==> src/rtl/id_operand_stage_pkg.sv <==
// Shared constants for the decode/operand stage and the ALU: widths, instruction
// field positions, opcode/func codes and small field-extract helpers.
package id_operand_stage_pkg;

  localparam int DATA_W = 32;
  localparam int NREG   = 32;
  localparam int AW     = 5;

  localparam int RS_HI = 25;
  localparam int RS_LO = 21;
  localparam int RT_HI = 20;
  localparam int RT_LO = 16;

  localparam logic [5:0] OP_RTYPE = 6'h00;
  localparam logic [5:0] OP_ADDI  = 6'h08;
  localparam logic [5:0] OP_ADDIU = 6'h09;
  localparam logic [5:0] OP_ANDI  = 6'h0C;
  localparam logic [5:0] OP_ORI   = 6'h0D;
  localparam logic [5:0] OP_LUI   = 6'h0F;

  localparam logic [5:0] FN_SLL  = 6'h00;
  localparam logic [5:0] FN_SRL  = 6'h02;
  localparam logic [5:0] FN_SRA  = 6'h03;
  localparam logic [5:0] FN_ADD  = 6'h20;
  localparam logic [5:0] FN_ADDU = 6'h21;
  localparam logic [5:0] FN_SUB  = 6'h22;
  localparam logic [5:0] FN_SUBU = 6'h23;
  localparam logic [5:0] FN_AND  = 6'h24;
  localparam logic [5:0] FN_OR   = 6'h25;
  localparam logic [5:0] FN_XOR  = 6'h26;
  localparam logic [5:0] FN_NOR  = 6'h27;
  localparam logic [5:0] FN_SLT  = 6'h2A;
  localparam logic [5:0] FN_SLTU = 6'h2B;

  function automatic logic [AW-1:0] get_rs(input logic [DATA_W-1:0] instr);
    return instr[RS_HI:RS_LO];
  endfunction

  function automatic logic [AW-1:0] get_rt(input logic [DATA_W-1:0] instr);
    return instr[RT_HI:RT_LO];
  endfunction

endpackage

==> src/rtl/id_operand_stage_gpr_file.sv <==
// 32-entry GPR file: one write port, two combinational read ports with write-through
// bypass; latency 0 for reads, 1 edge for writes; no backpressure. Register 0 reads zero.
module gpr_file
  import id_operand_stage_pkg::*;
#(
  parameter int P_DATA_W = DATA_W,
  parameter int P_NREG   = NREG,
  parameter int P_AW     = AW
) (
  input  logic                clk,
  input  logic                rst,
  input  logic                i_wen,
  input  logic [P_AW-1:0]     i_waddr,
  input  logic [P_DATA_W-1:0] i_wdata,
  input  logic [P_AW-1:0]     i_raddr1,
  input  logic [P_AW-1:0]     i_raddr2,
  output logic [P_DATA_W-1:0] o_rdata1,
  output logic [P_DATA_W-1:0] o_rdata2
);

  logic [P_DATA_W-1:0] r_regs [P_NREG];
  logic                w_wr;

  assign w_wr = i_wen && (i_waddr != '0);

  // Entry 0 is never written, so the plain array read already returns zero for it.
  always_ff @(posedge clk) begin
    if (rst) begin
      for (int i = 0; i < P_NREG; i++) r_regs[i] <= '0;
    end else if (w_wr) begin
      r_regs[i_waddr] <= i_wdata;
    end
  end

  assign o_rdata1 = (w_wr && (i_waddr == i_raddr1)) ? i_wdata : r_regs[i_raddr1];
  assign o_rdata2 = (w_wr && (i_waddr == i_raddr2)) ? i_wdata : r_regs[i_raddr2];

endmodule

==> src/rtl/id_operand_stage.sv <==
// Decode/operand fetch: 1-cycle accept-to-valid single-entry register, 1 instr/clk.
// Backpressure: in_ready = !out_valid || out_ready; held operands track writeback while stalled.
module id_operand_stage
  import id_operand_stage_pkg::*;
#(
  parameter int P_DATA_W = DATA_W,
  parameter int P_NREG   = NREG,
  parameter int P_AW     = AW
) (
  input  logic                clk,
  input  logic                rst,
  input  logic                in_valid,
  output logic                in_ready,
  input  logic [P_DATA_W-1:0] in_instr,
  output logic                out_valid,
  input  logic                out_ready,
  output logic [P_DATA_W-1:0] out_instr,
  output logic [P_DATA_W-1:0] out_gr1,
  output logic [P_DATA_W-1:0] out_gr2,
  input  logic                wb_en,
  input  logic [P_AW-1:0]     wb_addr,
  input  logic [P_DATA_W-1:0] wb_data,
  output logic [15:0]         busy_cnt
);

  logic                r_out_valid;
  logic [P_DATA_W-1:0] r_out_instr;
  logic [P_DATA_W-1:0] r_out_gr1;
  logic [P_DATA_W-1:0] r_out_gr2;
  logic [15:0]         r_busy_cnt;

  logic                w_accept;
  logic [P_DATA_W-1:0] w_rd1;
  logic [P_DATA_W-1:0] w_rd2;
  logic [P_AW-1:0]     w_held_rs;
  logic [P_AW-1:0]     w_held_rt;
  logic                w_wb_live;

  assign in_ready  = !r_out_valid || out_ready;
  assign w_accept  = in_valid && in_ready;
  assign w_held_rs = r_out_instr[RS_HI:RS_LO];
  assign w_held_rt = r_out_instr[RT_HI:RT_LO];
  assign w_wb_live = wb_en && (wb_addr != '0);

  gpr_file #(
    .P_DATA_W(P_DATA_W),
    .P_NREG  (P_NREG),
    .P_AW    (P_AW)
  ) u_gpr_file (
    .clk     (clk),
    .rst     (rst),
    .i_wen   (wb_en),
    .i_waddr (wb_addr),
    .i_wdata (wb_data),
    .i_raddr1(in_instr[RS_HI:RS_LO]),
    .i_raddr2(in_instr[RT_HI:RT_LO]),
    .o_rdata1(w_rd1),
    .o_rdata2(w_rd2)
  );

  always_ff @(posedge clk) begin
    if (rst) begin
      r_out_valid <= 1'b0;
      r_out_instr <= '0;
      r_out_gr1   <= '0;
      r_out_gr2   <= '0;
    end else if (w_accept) begin
      r_out_valid <= 1'b1;
      r_out_instr <= in_instr;
      r_out_gr1   <= w_rd1;
      r_out_gr2   <= w_rd2;
    end else begin
      if (r_out_valid && out_ready) r_out_valid <= 1'b0;
      // Held operands would otherwise go stale if their source register is rewritten.
      if (r_out_valid && w_wb_live && (wb_addr == w_held_rs)) r_out_gr1 <= wb_data;
      if (r_out_valid && w_wb_live && (wb_addr == w_held_rt)) r_out_gr2 <= wb_data;
    end
  end

  always_ff @(posedge clk) begin
    if (rst) begin
      r_busy_cnt <= '0;
    end else if (r_out_valid && !out_ready && (r_busy_cnt != 16'hFFFF)) begin
      r_busy_cnt <= r_busy_cnt + 16'd1;
    end
  end

  assign out_valid = r_out_valid;
  assign out_instr = r_out_instr;
  assign out_gr1   = r_out_gr1;
  assign out_gr2   = r_out_gr2;
  assign busy_cnt  = r_busy_cnt;

endmodule

==> config.mk <==
export PLATFORM = sky130hd
export DESIGN_NAME = id_operand_stage
export DESIGN_NICKNAME = d
export VERILOG_FILES = /design/src/rtl/id_operand_stage_pkg.sv /design/src/rtl/id_operand_stage_gpr_file.sv /design/src/rtl/id_operand_stage.sv
export SDC_FILE = /design/constraint.sdc
export NUM_CORES = 2
export LEC_CHECK = 0
export CORE_MARGIN = 1.5
export CORE_UTILIZATION = 40
export DETAILED_ROUTE_END_ITERATION = 8
export PLACE_DENSITY_LB_ADDON = 0.08
export SETUP_SLACK_MARGIN = 0.2
export SKIP_LAST_GASP = 1
export SLEW_MARGIN = 0
export SYNTH_ARGS = -nofsm -noshare
export SYNTH_HDL_FRONTEND = slang
export SYNTH_SLANG_ARGS = --single-unit
==> constraint.sdc <==
create_clock -name clk -period 10.9 [get_ports clk]
set_input_delay 3.27 -clock clk [delete_from_list [all_inputs] [get_ports clk]]
set_output_delay 3.27 -clock clk [all_outputs]
set_load 0.01 [all_outputs]
### Word level (Yosys, flattened, before mapping)

Memory sizes are Yosys's and may differ from the RTL's.
Cells that the tools add are included.

* add/subtract/negate cells: 1
* equal/unequal tests: 5
* muxes and demuxes: 16
* reduce and logical (&&, ||, !) cells: 18

Operator list (number)
* 32-bit two-way mux: 7
* 32-bit OR reduction: 1
* 5-bit equality test: 4
* 16-bit by 1-bit adder with 16-bit output, second input constant: 1
* 16-bit inequality test, second input constant: 1
* 1-bit logical AND: 10
* 1-bit two-way mux: 8
* 2-bit nonzero test: 3
* 5-bit two-way mux: 1
* 5-bit nonzero test: 1
* 1-bit zero test: 2
* 1-bit logical OR: 1

* register bits: 113
* memory bits (writable): 1024
* input port bits: 74
* memories kept: 1

Memories
* u_gpr_file.r_regs: depth 32, bits a word 32, read ports 2, clocked after Yosys merged registers in 0, write ports 32, line id_operand_stage_gpr_file.sv:21 `logic [P_DATA_W-1:0] r_regs [P_NREG];`

### Depth between registers and ports, before layout

* depth after elaboration: 7
* mapped depth: 9
* mapped depth without buffers: 6

### Hierarchy

From an unflattened synthesis, not the netlist that was laid out.

* cell total of the unflattened synthesis: 4152
* area total of the unflattened synthesis: 59960.0 sq um

By module, submodules not included
* gpr_file: times used 1, cells an instance 3494, area each 54461.0 sq um, sequential area each 30749.5 sq um
* id_operand_stage: times used 1, cells an instance 658, area each 5499.0 sq um, sequential area each 2262.2 sq um

### Worst setup path after synthesis

Ideal clock, no wire load.

* kind: in2reg
* start: input port wb_addr[4]
* end: memory u_gpr_file.r_regs[16][0] in the netlist's numbering (enable)
* setup time: 0.466 ns
* data arrival time: 6.854 ns
* path slack: 3.581 ns
* cell stages on the path: 6
* cells stage by stage: buf_2 nor3_1 or4b_2 buf_2 clkbuf_1 o21ai_0

RTL lines
* from (decl): line id_operand_stage.sv:21 `input logic [P_AW-1:0] wb_addr,`
* to (decl): line id_operand_stage_gpr_file.sv:21

### Worst setup path in the final report

* start: input port out_ready
* end: output port in_ready

* longest elaborated chain between the ends: 1

Ends and longest elaborated chain
* from (decl): line id_operand_stage.sv:16 `input logic out_ready,`
* 1-bit logical OR: line id_operand_stage.sv:39 `assign in_ready = !r_out_valid || out_ready;`
* to (decl): line id_operand_stage.sv:13 `output logic in_ready,`

Every way passes these cells.

==> results_tabular.tex <==
\begin{tabular}{lr}
\hline
Metric & Value \\
\hline
\multicolumn{2}{l}{\textbf{Route}} \\
Post-detailed-route via-to-cell ratio & 6.18 \\
Final Routed Wirelength & 217000 um \\
Total vias in the final route & 38500 \\
Starting DRC count in detailed routing & 4839 \\
Average routed wire per standard cell & 34.7 um \\
Pre-antenna DRT Iters & 5 \\
ANT nets after route & 0 \\
Number of design rule violations left after detail routing & 0 \\
\multicolumn{2}{l}{\textbf{Yosys}} \\
Cell types with the highest counts after synthesis & sky130\_fd\_sc\_hd\_\_edfxtp\_1 (1024), sky130\_fd\_sc\_hd\_\_and2\_1 (964), sky130\_fd\_sc\_hd\_\_mux4\_2 (450) \\
Number of synthesized flops with an enable pin & 1024 \\
Complex-gate fraction of the synthesized area & 7.20\% \\
Sequential share of the synthesized area & 55.8\% \\
Instance count of the mapped netlist & 4172 \\
Top-area cell type share of the netlist area & 52.0\% \\
Largest family of logic cells by synthesized area & multiplexers \\
Multiplexer fraction of the synthesized cell area & 19.4\% \\
Post-synthesis share of cell area spent on xor and xnor gates & 0.474\% \\
Post-synthesis cell type count & 60 \\
Cell with the most instances after synthesis & sky130\_fd\_sc\_hd\_\_edfxtp\_1 \\
Synth warnings & 0 \\
Leading cell types by total area after synthesis & sky130\_fd\_sc\_hd\_\_edfxtp\_1 (52\%), sky130\_fd\_sc\_hd\_\_mux4\_2 (17\%), sky130\_fd\_sc\_hd\_\_and2\_1 (10\%) \\
Yosys reg bits & 1137 \\
Primary flip-flop cell chosen by synthesis mapping & sky130\_fd\_sc\_hd\_\_edfxtp\_1 \\
Cell taking the most area after synthesis & sky130\_fd\_sc\_hd\_\_edfxtp\_1 \\
Share of synthesized flip-flops with an asynchronous set or reset & 0\% \\
Adder and majority gate portion of the synthesized area & 0.0212\% \\
Synth Area per Inst & 14.2 um\^{}2 \\
Simple logic cell fraction of the synthesized area & 13.4\% \\
Netlist area before placement & 59100 um\^{}2 \\
\multicolumn{2}{l}{\textbf{Clock tree}} \\
Clock sink total & 1137 \\
H-Tree Depth & 4 \\
Clock latency on the worst-skew pair & 0.79 ns \\
Maximum number of buffers from clock root to sink & 3 \\
Clock tree from TritonCTS & done \\
Post-cts sizing count & 0 \\
Clock buffer count from CTS & 136 \\
Clock transition at the register clock pins on the worst setup and hold paths after CTS & 0.05 ns \\
Clock Tree Root & sky130\_fd\_sc\_hd\_\_clkbuf\_16 \\
Postcts setup bufs & 0 \\
Hold bufs inserted after CTS & 0 \\
\multicolumn{2}{l}{\textbf{Global routing}} \\
Wire length of the first global-routing pass & 301000 um \\
All-Layer GR Usage & 28.6\% \\
Vias in the first global route & 38100 \\
Total congestion overflow & 0 \\
Number of antenna violations at the first check in global routing & 20 \\
Pin count of the biggest net entering global routing & 109 \\
\multicolumn{2}{l}{\textbf{Power}} \\
Leak Pwr & 22.9 nW \\
Total power divided by cell area & 163 nW/um\^{}2 \\
VDD IR-drop max & 0.160 mV \\
\multicolumn{2}{l}{\textbf{Placed design}} \\
DPL Wire Length & 121000 um \\
Buffers added on ports & 187 \\
Post-Place Cells & 5974 \\
Routability congestion estimate from global placement & 0.813 \\
\multicolumn{2}{l}{\textbf{Worst setup path}} \\
Dominant cell type by count on the critical path & sky130\_fd\_sc\_hd\_\_clkdlybuf4s50\_1 \\
Arrival time of the worst setup path & 4.58 ns \\
Crit path max-delay family & buffers and inverters \\
Kind of critical path & in2out \\
Element type at the critical path start & input pin \\
Maximum fanout along the worst path & 6 \\
Worst EP required & 7.63 ns \\
Kind of end point of the critical path & output port \\
WP buf/inv & 2 \\
Critical path cell sequence & clkdlybuf4s50\_1 > nand2b\_1 > clkdlybuf4s50\_1 \\
Slowest Stage Delay on Critical Path & 0.59 ns \\
Crit path max-delay cell type & sky130\_fd\_sc\_hd\_\_clkdlybuf4s50\_1 \\
\multicolumn{2}{l}{\textbf{Floorplan}} \\
Area enclosed by the die boundary & 150000 um\^{}2 \\
IO Pins & 188 \\
Die Y-Extent & 387 um \\
Core footprint & 146000 um\^{}2 \\
Starting density of the core & 40.4\% \\
Die width & 387 um \\
FP Rows & 140 \\
\multicolumn{2}{l}{\textbf{Timing}} \\
Measured slew at the worst slew-check pin & 1.23 ns \\
Accumulated negative setup slack & 0 ns \\
RSZ-0062 raised after global routing & no \\
Hold Violations, Final & 0 \\
Worst relative slew slack & 17.5\% \\
Ratio of final minimum period to clock period & 72.0\% \\
Final count of pins violating max slew & 0 \\
Final worst path period need & 7.85 ns \\
Achievable frequency & 127 MHz \\
Final setup violation count & 0 \\
Final setup skew & 0.0309 ns \\
\multicolumn{2}{l}{\textbf{Finish}} \\
Number of nets in the layout & 4270 \\
Number of fillers in the final layout & 12800 \\
Synthesis-to-layout area growth & 14.5\% \\
Fraction of layout instances using a drive strength above 1 & 22.5\% \\
Number of standard cells in the layout, taps in and fillers out & 6234 \\
\multicolumn{2}{l}{\textbf{Flow run}} \\
Maximum Capacitance Violations & 0 \\
\multicolumn{2}{l}{\textbf{Outcome}} \\
Run status & complete, no violations \\
\multicolumn{2}{l}{\textbf{Hold path}} \\
Tightest Hold Check Type & reg2reg \\
\hline
\end{tabular}
cell families after synthesis:
logic type      after synthesis
simple gates               1366
flops                      1137
mux                         578
compound gates              561
buf+inv                     496
xor+xnor                     32
fa+ha+maj                     1
other cells                   1
state kept, by name, summed over array words and instances (netlist names):
name	cells
busy_cnt	16
out_gr1	32
out_gr2	32
out_instr	32
out_valid	1
u_gpr_file.r_regs	1024
final timing paths:
path | from | end | slack, ns | depth (start not counted)
min | out_instr[12]$_SDFFE_PP0N_ | out_instr[12]$_SDFFE_PP0N_ | 0.45 | 2
max reg2reg | out_valid$_SDFFE_PP0P_ | out_gr2[13]$_SDFFE_PP0P_ | 7.61 | 7
max | out_ready | in_ready | 3.05 | 3
min reg2reg | out_instr[12]$_SDFFE_PP0N_ | out_instr[12]$_SDFFE_PP0N_ | 0.45 | 2
through the flow:
stage | worst slack [ns] | total power [W] | util (%) | hold WS (ns) | cell area [um^2]
detailed placement | 3.07 | 0.00651 | 43.2 | 0.446 | 63200
global placement | 3.06 | 0.00650 | 43.2 | 0.445 | 63200
floorplan | 3.58 | 0.00597 | - | 0.478 | 59200
CTS | 3.06 | 0.0111 | 46.3 | 0.454 | 67700
global route | 2.99 | 0.0114 | 46.3 | 0.478 | 67700
finish | 3.05 | 0.0110 | 46.3 | 0.451 | 67700
layer usage:
metal	share of wire, %	vias to the layer above	GRT usage (%)
met2	48	1963	46.3
li1	-	16000	-
met1	41	20200	39.8
met5	0	-	0
met3	8.4	345	4.76
met4	2.6	0	8.15
placed cells by master (no fill, tap or decap), drive strengths merged, types with 35 or more instances in the layout:
cell           synthesis  final
clkinv                 1     35
nor2                  60     60
a22oi                189    189
edfxtp              1024   1024
nand2                140    140
inv                   39     47
o21ai                 66     66
o22ai                 61     61
a21oi                 68     68
mux2i                 65     65
mux4                 450    450
mux2                  63     63
clkbuf               335    193
buf                  121    131
nor2b                 37     37
nor3                  98     98
dfxtp                113    113
clkdlybuf4s50          0    178
and2                 964    964
report_power, final:
part           internal (W)  switching (W)
sequential          0.00500       0.000133
combinational      0.000541       0.000761
clock               0.00273        0.00189
total               0.00826        0.00278
final cells by class:
class	count	area [um^2]	share of cell area, %
repair buffers	310	2850	4.21
clock buffers	192	3810	5.62
inverters	40	153	0.225
clock inverters	55	633	0.935
multi-input cells	2570	24800	36.7
diodes	13	32.5	0.0480
well taps	1917	2400	3.54
flip-flops and latches	1137	33000	48.8
worst register-to-register path: stages (launching register included):
cell and delay (ns):
sky130_fd_sc_hd__dfxtp_1 0.43, sky130_fd_sc_hd__nand2b_1 0.16, sky130_fd_sc_hd__nand2_1 0.63, sky130_fd_sc_hd__buf_4 0.36
sky130_fd_sc_hd__a311o_2 0.16, sky130_fd_sc_hd__buf_4 0.64, sky130_fd_sc_hd__a2bb2o_1 0.48, sky130_fd_sc_hd__a2111oi_2 0.34
Note: power is estimated with default switching activity, not from simulation.
